<file path="config.mk">
export PLATFORM = sky130hd
export DESIGN_NAME = decode_stage_ctrl
export DESIGN_NICKNAME = d
export VERILOG_FILES = /design/src/rtl/decode_pkg.sv /design/src/rtl/decode_skid_buffer.sv /design/src/rtl/decode_stage_ctrl.sv
export SDC_FILE = /design/constraint.sdc
export NUM_CORES = 1
export LEC_CHECK = 0
export CAP_MARGIN = 15
export CORE_ASPECT_RATIO = 1.25
export CORE_UTILIZATION = 49
export DETAILED_ROUTE_END_ITERATION = 8
export PLACE_DENSITY = 0.85
export SYNTH_ARGS = -nofsm -noshare
export SYNTH_HDL_FRONTEND = slang
export SYNTH_SLANG_ARGS = --single-unit
</file>
<file path="constraint.sdc">
create_clock -name clk -period 2 [get_ports clk]
set_input_delay 0.2 -clock clk [delete_from_list [all_inputs] [get_ports clk]]
set_output_delay 0.2 -clock clk [all_outputs]
set_load 0.1 [all_outputs]
</file>
<file path="src/rtl/decode_pkg.sv">
// Shared definitions for the decode stage: immediate-type codes, RV64 opcodes,
// the buffered entry record and the opcode classifier.
// DECODE_ILLEGAL_TRAP_EN adds a stored illegal-opcode flag to each entry.
package decode_pkg;

    // Immediate-type codes consumed by the core's immediate decoder
    localparam logic [2:0] IMM_I    = 3'b000;
    localparam logic [2:0] IMM_S    = 3'b001;
    localparam logic [2:0] IMM_B    = 3'b010;
    localparam logic [2:0] IMM_U    = 3'b011;
    localparam logic [2:0] IMM_J    = 3'b100;
    localparam logic [2:0] IMM_NONE = 3'b111;

    // RV64 base opcodes
    localparam logic [6:0] OP_LOAD    = 7'b0000011;
    localparam logic [6:0] OP_MISCMEM = 7'b0001111;
    localparam logic [6:0] OP_IMM     = 7'b0010011;
    localparam logic [6:0] OP_AUIPC   = 7'b0010111;
    localparam logic [6:0] OP_IMM32   = 7'b0011011;
    localparam logic [6:0] OP_STORE   = 7'b0100011;
    localparam logic [6:0] OP_OP      = 7'b0110011;
    localparam logic [6:0] OP_LUI     = 7'b0110111;
    localparam logic [6:0] OP_OP32    = 7'b0111011;
    localparam logic [6:0] OP_BRANCH  = 7'b1100011;
    localparam logic [6:0] OP_JALR    = 7'b1100111;
    localparam logic [6:0] OP_JAL     = 7'b1101111;
    localparam logic [6:0] OP_SYSTEM  = 7'b1110011;

    // One buffered instruction with its precomputed class
    typedef struct packed {
        logic [31:0] inst;
        logic [63:0] pc;
        logic [2:0]  immType;
`ifdef DECODE_ILLEGAL_TRAP_EN
        logic        illegal;
`endif
    } decodeEntry_t;

    // Opcode -> immediate type; anything unrecognised maps to IMM_NONE.
    // All legal opcodes end in 2'b11, so a full 7-bit match also rejects
    // compressed/invalid low bits.
    function automatic logic [2:0] classifyImm(input logic [6:0] opcode);
        logic [2:0] t;
        case (opcode)
            OP_LOAD, OP_IMM, OP_IMM32,
            OP_JALR, OP_SYSTEM, OP_MISCMEM: t = IMM_I;
            OP_STORE:                       t = IMM_S;
            OP_BRANCH:                      t = IMM_B;
            OP_LUI, OP_AUIPC:               t = IMM_U;
            OP_JAL:                         t = IMM_J;
            default:                        t = IMM_NONE;
        endcase
        return t;
    endfunction

    // True when the opcode is not part of the recognised set
    function automatic logic isIllegal(input logic [6:0] opcode);
        logic ill;
        case (opcode)
            OP_LOAD, OP_IMM, OP_IMM32, OP_JALR, OP_SYSTEM, OP_MISCMEM,
            OP_STORE, OP_BRANCH, OP_LUI, OP_AUIPC, OP_JAL,
            OP_OP, OP_OP32: ill = 1'b0;
            default:        ill = 1'b1;
        endcase
        return ill;
    endfunction

endpackage

</file>
<file path="src/rtl/decode_skid_buffer.sv">
// Two-entry valid/ready skid buffer with flush carrying decodeEntry_t.
// Handshake: a transfer happens on an edge where valid && ready are both high;
// valid never waits on ready, and inReady is a flop (!skidValid) so no input
// reaches any output combinationally.
module decode_skid_buffer
    import decode_pkg::*;
(
    input  logic         clk,
    input  logic         rst,
    input  logic         flush,
    input  logic         inValid,
    output logic         inReady,
    input  decodeEntry_t inEntry,
    output logic         outValid,
    input  logic         outReady,
    output decodeEntry_t outEntry
);

    logic         mainValid;
    logic         skidValid;
    decodeEntry_t mainEntry;
    decodeEntry_t skidEntry;
    logic         inFire;
    logic         outFire;

    // Transfer strobes for this cycle
    always_comb begin
        inFire  = inValid && !skidValid;
        outFire = mainValid && outReady;
    end

    // Entry storage: main feeds the outputs, skid absorbs one overflow beat
    always_ff @(posedge clk) begin
        if (rst) begin
            mainValid         <= 1'b0;
            skidValid         <= 1'b0;
            mainEntry         <= '0;
            mainEntry.immType <= IMM_NONE;
            skidEntry         <= '0;
        end else if (flush) begin
            // Transfers in the flush cycle are dropped entirely
            mainValid <= 1'b0;
            skidValid <= 1'b0;
        end else if (outFire || !mainValid) begin
            // Main is free this edge; skid (older) has priority over fetch.
            // inFire cannot coincide with skidValid because inReady is low.
            if (skidValid) begin
                mainEntry <= skidEntry;
                mainValid <= 1'b1;
                skidValid <= 1'b0;
            end else if (inFire) begin
                mainEntry <= inEntry;
                mainValid <= 1'b1;
            end else begin
                mainValid <= 1'b0;
            end
        end else if (inFire) begin
            // Main held by back-pressure: park the new beat in skid
            skidEntry <= inEntry;
            skidValid <= 1'b1;
        end
    end

    // Registered outputs
    always_comb begin
        inReady  = !skidValid;
        outValid = mainValid;
        outEntry = mainEntry;
    end

endmodule

</file>
<file path="src/rtl/decode_stage_ctrl.sv">
// Decode-stage controller: classifies fetched opcodes at acceptance and
// presents registered instruction/PC/immType to execute through a skid buffer.
// DECODE_ILLEGAL_TRAP_EN enables the stored illegal-opcode flag on dillegal.
module decode_stage_ctrl
    import decode_pkg::*;
(
    input  logic        clk,
    input  logic        rst,
    input  logic        fvalid,
    output logic        fready,
    input  logic [31:0] finst,
    input  logic [63:0] fpc,
    input  logic        flush,
    output logic        dvalid,
    input  logic        dready,
    output logic [24:0] dinstTop,
    output logic [6:0]  dopcode,
    output logic [63:0] dpc,
    output logic [2:0]  immType,
    output logic        dillegal
);

    decodeEntry_t fetchEntry;
    decodeEntry_t presEntry;

    // Build the entry from the fetch bus, classifying the opcode up front
    always_comb begin
        fetchEntry         = '0;
        fetchEntry.inst    = finst;
        fetchEntry.pc      = fpc;
        fetchEntry.immType = classifyImm(finst[6:0]);
`ifdef DECODE_ILLEGAL_TRAP_EN
        fetchEntry.illegal = isIllegal(finst[6:0]);
`endif
    end

    decode_skid_buffer uBuf (
        .clk      (clk),
        .rst      (rst),
        .flush    (flush),
        .inValid  (fvalid),
        .inReady  (fready),
        .inEntry  (fetchEntry),
        .outValid (dvalid),
        .outReady (dready),
        .outEntry (presEntry)
    );

    // Split the presented entry onto the execute-side ports
    always_comb begin
        dinstTop = presEntry.inst[31:7];
        dopcode  = presEntry.inst[6:0];
        dpc      = presEntry.pc;
        immType  = presEntry.immType;
`ifdef DECODE_ILLEGAL_TRAP_EN
        dillegal = presEntry.illegal;
`else
        dillegal = 1'b0;
`endif
    end

endmodule
</file>
* After elaboration in Yosys (flattened, before gate mapping)
Index checks and enable logic that the tools add are counted.
** Word-level totals
- Register bits :: 200
- Bits of input ports :: 101
** Operators by class
- Equality and inequality tests :: 11
- Muxes and demuxes :: 5
- Bitwise gates (word level) :: 2
- Reduce and logical (&&, ||, !) cells :: 12
** Operator list (count)
- $mux W99 :: 2
- $eq A7 B7 Y1 const B :: 4
- $eq A7 B5 Y1 const B :: 3
- $pmux W3 S5 :: 1
- $eq A7 B6 Y1 const B :: 2
- $eq A7 B2 Y1 const B :: 1
- $eq A7 B4 Y1 const B :: 1
- $reduce_and A3 Y1 :: 2
- $reduce_or A6 Y1 :: 1
- $reduce_or A2 Y1 :: 2
- $reduce_or A3 Y1 :: 1
- $logic_and A1 B1 Y1 :: 2
- $logic_not A1 Y1 :: 2
- $mux W1 :: 2
- $not A1 Y1 :: 2
- $reduce_bool A2 Y1 :: 1
- $logic_or A1 B1 Y1 :: 1

* Depth between registers and ports, before layout
Gate-level depths: netlist (run 1).
- Word-level depth :: 5
- Gate-level depth with buffers :: 8

* Hierarchy
From an unflattened synthesis (run 1), not the netlist that was laid out.
** Unflattened totals
- Cell total of the unflattened synthesis :: 1022
- Area total of the unflattened synthesis :: 9733.1 um^2
** By module, submodules not included
- decode_skid_buffer :: instances 1, cells each 999, area each 9589.2 um^2, sequential area each 4003.8 um^2
- decode_stage_ctrl :: instances 1, cells each 23, area each 143.9 um^2, sequential area each 0.0 um^2

* Least setup slack after synthesis (run 1)
No wires, ideal clock.
- Path kind :: reg-to-reg
- Start point :: register uBuf.mainValid (netlist: uBuf.outValid)
- End point :: register uBuf.skidEntry[27] (netlist name)
- Data arrival time :: 2144 ps
- Required time :: 1930 ps
- Path slack :: -214 ps
- Stages on the path, launching flop included :: 8
- Buffers on the path :: 3
- Cell sequence :: dfxtp_1 -> nor2b_2 -> and3_1 -> buf_2 -> buf_4 -> buf_2 -> nand2_1 -> a21oi_1
** Between the ends
- Cells in the longest elaborated chain, start to end :: 4
** RTL lines
- start, declared :: line decode_skid_buffer.sv:19 : logic mainValid;
- start signal, assigned :: line decode_skid_buffer.sv:35 : mainValid <= 1'b0;
- start signal, assigned :: line decode_skid_buffer.sv:42 : mainValid <= 1'b0;
- start signal, assigned :: line decode_skid_buffer.sv:49 : mainValid <= 1'b1;
- $logic_and A1 B1 Y1 or $logic_not A1 Y1 (tied branches) :: line decode_skid_buffer.sv:29, decode_skid_buffer.sv:44
- $logic_or A1 B1 Y1 * :: line decode_skid_buffer.sv:44 : end else if (outFire || !mainValid) begin
- $not A1 Y1 (no line) *
- $reduce_and A3 Y1 (no line) *
- end signal, assigned :: line decode_skid_buffer.sv:59 : skidEntry <= inEntry;
- end, declared :: line decode_skid_buffer.sv:22 : decodeEntry_t skidEntry;
Mark *: on every way between the ends. The rest lies on a longest branch, timed or not.
A chain may end at the register's enable or synchronous reset.

* Final worst setup path (run 1)
- Start point :: register uBuf.skidValid
- End point :: register, netlist name uBuf.outEntry[1]
** Between the ends
- Cells in the longest elaborated chain, start to end :: 4
** RTL lines
- start, declared :: line decode_skid_buffer.sv:20 : logic skidValid;
- start signal, assigned :: line decode_skid_buffer.sv:36 : skidValid <= 1'b0;
- start signal, assigned :: line decode_skid_buffer.sv:43 : skidValid <= 1'b0;
- start signal, assigned :: line decode_skid_buffer.sv:50 : skidValid <= 1'b0;
- $logic_not A1 Y1 :: line decode_skid_buffer.sv:28 : inFire = inValid && !skidValid;
- $logic_and A1 B1 Y1 :: line decode_skid_buffer.sv:28
- $reduce_bool A2 Y1 (no line)
- $reduce_and A3 Y1 (no line)
Parallel ways exist; a longest one is shown, timed or not.

==> reports/metrics.cfg, run 1 <==
[outcome]
status = finished clean

[sta]
worstMarginPinSlew_ns = 0.650
fin_crit_sh_pct = 87.3
skew_ns = 0.00786
fin_tns_setup_ns = 0
hold_viol = 0
rsz0062_at_grt = no
finalCriticalPeriod_ns = 1.75
finalSetupViolCount = 0
maxSlewHeadroom_pct = 56.1
fmax_mhz = 573
drv_slew = 0

[routing]
wl_met3_um = 871
m1WireLength_mm = 7.80
post-route-drc-count = 0
drt-initial-drc-count = 385
vias_per_cell = 5.27
wl_met2_mm = 9.34
top_layer = met4
postRouteAntennaNets = 0
vias = 6794
first_pass_iters = 5
routed_wl_mm = 18.8
post_drt_wl_per_cell_um = 14.6

[power]
p_total_mw = 9.62
p_leak_nw = 3.64
power.density_mw_per_mm2 = 921
peakVddDrop_uv = 575

[worst_setup_path]
cpMaxStageDelayCell = nor4b_1
critPathRequiredTime_ns = 2.27
crit_chain = nor2_1 > nor3_4 > nor4b_1 > a221oi_1
cp-startpoint = uBuf.skidValid
crit-reg2reg-launch = uBuf.skidValid
slowest_delay_ns = 0.58
cp.arrival_ns = 2.01
critPathKind = flop to flop
cp-end-kind = flop
critPathLaunchType = flop
crit_fanout = 14

[clocking]
cts_resized = 0
htree_levels = 4
cts_tree = built
clock_latency_ns = 0.43
clock_path_buffers = 2
cts_setup_buffers = 0
cts_hold_buf = 0
cts.sinks = 200
numCtsBuffers = 17
path_clk_slew_ns = 0.07
cts_root_buf = clkbuf_16

[final_layout]
nets = 1164
final_cell_mix = dfxtp_1, nand2_1, nor2_1, buf_4, a211oi_1
area_growth_pct = 31.7
final_common_cell = dfxtp_1
stdcell_count = 1288
antenna_cells = 0
drive_gt1_share_pct = 14.7

[min_path]
hold_path_class = primary input to flop
holdCritStartpoint = rst

[yosys]
yosys_warnings = 0
ys.flop_type = dfxtp_1
ys_ff_latch = 200
synth_edf_count = 0
ys_types = 29
syn_nets = 1007
seq_area_frac_synth_pct = 50.4
synth_area_mm2 = 0.00794
synth-async-reset-ratio_pct = 0
synth_cells = 906
syn_avg_cell_area_um2 = 8.76

[grt]
overflow = 0
antenna_found_initial = 0
grt_use_total_pct = 22.8
grt_max_degree = 113
grt_pass1_vias = 6209
grt_pass1_wl_mm = 29.8

[floorplanning]
initial_core_util_pct = 50.6
boundaryPins = 203
fp.dieArea_mm2 = 0.0167
coreArea_mm2 = 0.0157
num_rows = 51
die_h_um = 144
die_w_um = 116

[placed_design]
port_buffers = 201
dp_hpwl_mm = 12.2
placed_cells = 1256
place_congestion = 0.808

[flow_run]
max_cap_violations = 0

==> logic make-up after synthesis <==
| group | synth area share (%) |
|---|---|
| AOI/OAI and AO/OA | 16.8 |
| buffers and inverters | 4.76 |
| DFF | 50.4 |
| muxes | 12.4 |
| other | 0.0473 |
| and+or+nand+nor | 15.6 |
==> per-stage QoR <==
stage                     setup WS (ns)  instance area, um^2  util [%]  hold WS (ns)
after floorplan                   0.130                 7940         -         0.271
after global placement            0.134                 9850      62.7         0.440
after detailed placement         0.0492                 9850      62.7         0.446
after CTS                         0.287                10400      66.6         0.174
after global routing              0.162                10400      66.6         0.198
final                             0.254                10400      66.6         0.183
==> path summary, 6_finish.rpt <==
kind         slack (ns)            endpoint  cells after the start
max reg2reg        0.25    uBuf.outEntry[1]                      4
min reg2reg        0.45  uBuf.skidEntry[58]                      2
min                0.18  uBuf.skidEntry[76]                      2
max                0.25    uBuf.outEntry[1]                      4
==> worst max-delay path, delay by kind of cell, from the launching register on <==
family             cells  cell delay [ns]
AOI/OAI and AO/OA      1             0.16
DFF                    1             0.49
and+or+nand+nor        3             0.94
==> synthesized netlist by cell type, types with 3 or more instances <==
cell type / n / area share, %
a21oi_1: 97 / 6.1
nor4_1: 3 / 0.24
a211oi_1: 101 / 9.6
nor2_1: 108 / 5.1
buf_2: 32 / 2.0
dfxtp_1: 200 / 50
clkbuf_1: 38 / 1.8
mux2i_1: 98 / 12
nand2_1: 195 / 9.2
buf_4: 9 / 0.85
==> area by class of cell <==
type | count | area, um^2
fillers | 1325 | 5250
flip-flops and latches | 200 | 4010
multi-input cells | 625 | 3570
repair buffers | 217 | 1990
clock buffers | 18 | 439
well taps | 212 | 265
clock inverters | 14 | 163
inverters | 2 | 7.51
==> where the power goes <==
group	total, mW	internal (mW)	leakage (nW)	switching [mW]
Sequential	4.22	4.13	1.63	0.0834
Clock	3.49	1.91	0.288	1.58
Combinational	1.92	0.523	1.72	1.40
Total	9.62	6.57	3.64	3.06
==> state kept, by name, summed over array words and instances (netlist names) <==
signal and count:
uBuf.outEntry 99, uBuf.outValid 1, uBuf.skidEntry 99, uBuf.skidValid 1
==> layer usage <==
layer	vias up	track usage (%)
li1	3436	-
met1	3145	26.3
met2	164	39.1
met3	49	4.82
met4	0	12.8
met5	-	0
No activity file was read; power rests on OpenSTA's default activity.
==> run 2: changes to the inputs <==
==> constraint.sdc (replaced) <==
create_clock -name clk -period 2 [get_ports clk]
set_input_delay 0.2 -clock clk [delete_from_list [all_inputs] [get_ports clk]]
set_output_delay 0.2 -clock clk [all_outputs]
set_load 0.01 [all_outputs]
==> reports/metrics.cfg, run 2 (same netlist as run 1, synthesis figures left out) <==
[worst_setup_path]
critPathRequiredTime_ns = 1.80  ; -0.47 ns
crit_fanout = 5  ; -9
critPathLaunchType = flop
cp-end-kind = output pin
slowest_delay_ns = 0.59  ; about the same
critPathKind = flop to output pin
crit_buf_inv = 2  ; +2
cp_top_family = buffers and inverters
cp.arrival_ns = 1.50  ; -0.51 ns
cpMaxStageDelayCell = clkdlybuf4s50_1
cp-startpoint = uBuf.skidValid
crit-reg2reg-launch = uBuf.skidValid
crit_chain = inv_1 > clkdlybuf4s50_1

[clocking]
cts.sinks = 200  ; unchanged
clock_latency_ns = 0.43  ; about the same
cts_root_buf = clkbuf_16
clock_path_buffers = 2  ; unchanged
numCtsBuffers = 17  ; unchanged
cts_setup_buffers = 0  ; unchanged
path_clk_slew_ns = 0.07  ; about the same
cts_hold_buf = 0  ; unchanged
cts_tree = built
cts_resized = 0  ; unchanged
htree_levels = 4  ; unchanged

[routing]
vias = 6875  ; +1.2%
vias_per_cell = 5.33  ; +0.96%
first_pass_iters = 5  ; unchanged
post_drt_wl_per_cell_um = 14.9  ; +2.0%
drt-initial-drc-count = 444  ; +15%
post-route-drc-count = 0  ; unchanged
postRouteAntennaNets = 0  ; unchanged
routed_wl_mm = 19.2  ; +2.2%

[final_layout]
nets = 1169  ; +0.43%
drive_gt1_share_pct = 5.28  ; -9.4 points
fillers = 1243  ; -6.2%
final_util_pct = 68.3  ; +1.7 points
final_cell_mix = clkdlybuf4s50_1, dfxtp_1, nand2_1
final_common_cell = clkdlybuf4s50_1
seq_area_mm2 = 0.00401  ; about the same
antenna_cells = 0  ; unchanged
area_growth_pct = 35.1
stdcell_count = 1291  ; +0.23%
multiInputGateArea_mm2 = 0.00357  ; unchanged

[sta]
finalCriticalPeriod_ns = 1.70  ; -0.0432 ns
setup_ws_ns = 0.297  ; +0.0432 ns
worstMarginPinSlew_ns = 0.649  ; -0.000646 ns
rsz0062_at_grt = no
fin_crit_sh_pct = 85.1  ; -2.2 points
maxSlewHeadroom_pct = 56.7  ; +0.65 points
fin_tns_setup_ns = 0  ; unchanged
fmax_mhz = 587  ; +2.5%
drv_slew = 0  ; unchanged
skew_ns = 0.00989  ; +0.00203 ns
finalSetupViolCount = 0  ; unchanged
hold_viol = 0  ; unchanged

[min_path]
hold_path_class = primary input to flop
holdCritStartpoint = rst

[power]
seq_power_share_pct = 49.4  ; +5.6 points
p_leak_nw = 3.50  ; -4.1%
p_switching_mw = 1.99  ; -35%
sw_frac_of_total_pct = 23.3  ; -8.5 points
clkPwrFrac_pct = 38.2  ; +2.0 points
p_int_mw = 6.55  ; -0.22%
power.density_mw_per_mm2 = 797  ; -14%
peakVddDrop_uv = 479  ; -17%
p_comb_share_pct = 12.4  ; -7.5 points

[floorplanning]
coreArea_mm2 = 0.0157  ; unchanged
die_h_um = 144  ; unchanged
die_w_um = 116  ; unchanged
num_rows = 51  ; unchanged
boundaryPins = 203  ; unchanged
initial_core_util_pct = 50.6  ; unchanged
fp.dieArea_mm2 = 0.0167  ; unchanged

[placed_design]
placed_cells = 1261  ; +0.40%
port_buffers = 201  ; unchanged
place_congestion = 0.775  ; -4.1%
dp_hpwl_mm = 12.6  ; +3.3%
place_ws_ns = 0.0837  ; +0.0346 ns

[grt]
grt_pass1_vias = 6329  ; +1.9%
antenna_found_initial = 0  ; unchanged
grt_pass1_wl_mm = 30.4  ; +2.0%
grt_max_degree = 100  ; -12%
overflow = 0  ; unchanged
grt_use_total_pct = 23.2  ; +0.38 points

[outcome]
status = finished clean

[flow_run]
max_cap_violations = 0  ; unchanged

run 2: cell count changes in the layout (fill, tap and decap cells not counted):
cell | before | now
inv_8 | 2 | 0
dfxtp_1 | 198 | 199
clkinv_2 | 1 | 3
dfxtp_2 | 1 | 0
clkbuf_8 | 1 | 4
clkdlybuf4s50_1 | 99 | 200
bufinv_16 | 2 | 1
clkbuf_1 | 0 | 2
inv_6 | 4 | 0
buf_4 | 108 | 10
clkinvlp_4 | 3 | 1
buf_12 | 9 | 11
run 2: path summary, 6_finish.rpt:
check / end / slack, ns / cells past startpoint
setup / recovery: fready / 0.30 / 2
hold / removal: uBuf.skidEntry[76] / 0.14 / 2
setup reg to reg: uBuf.outEntry[1] / 0.38 / 4
hold reg to reg: uBuf.skidEntry[32] / 0.45 / 2
run 2: power by group through the flow:
| stage | Sequential (mW) | Combinational (mW) | Clock (mW) |
|---|---|---|---|
| after CTS | 4.22 | 1.07 | 3.32 |
| after floorplan | 4.36 | 0.397 | 0 |
| after global placement | 4.30 | 1.04 | 0 |
| final | 4.22 | 1.06 | 3.26 |
| after global routing | 4.23 | 1.15 | 3.49 |
| after detailed placement | 4.31 | 1.06 | 0 |
run 2: metal layers:
metal	up-vias	wire [um]	global-route usage [%]
met5	-	0	0
met1	3202	7870	27.4
li1	3439	-	-
met2	190	9650	39.3
met4	0	717	12.2
met3	44	970	4.82
run 2: cell type report:
class	instances	area share [%]
Sequential cell	200	37.4
Multi-Input combinational cell	625	33.3
Timing Repair Buffer	222	21.5
Clock buffer	23	4.55
Tap cell	212	2.47
Clock inverter	7	0.654
Inverter	2	0.0700
run 2: stage by stage:
stage,cell area [um^2],hold slack [ns],power [mW]
CTS,10700,0.137,8.60
global route,10700,0.146,8.88
detailed placement,10200,0.446,5.37
floorplan,7940,0.278,4.76
finish,10700,0.143,8.54
global placement,10200,0.441,5.34
run 2: worst reg2reg max path: stages (launching register included):
cell	delay, ns
dfxtp_4	0.38
buf_4	0.53
nor4b_1	0.14
buf_4	0.18
a221oi_1	0.29
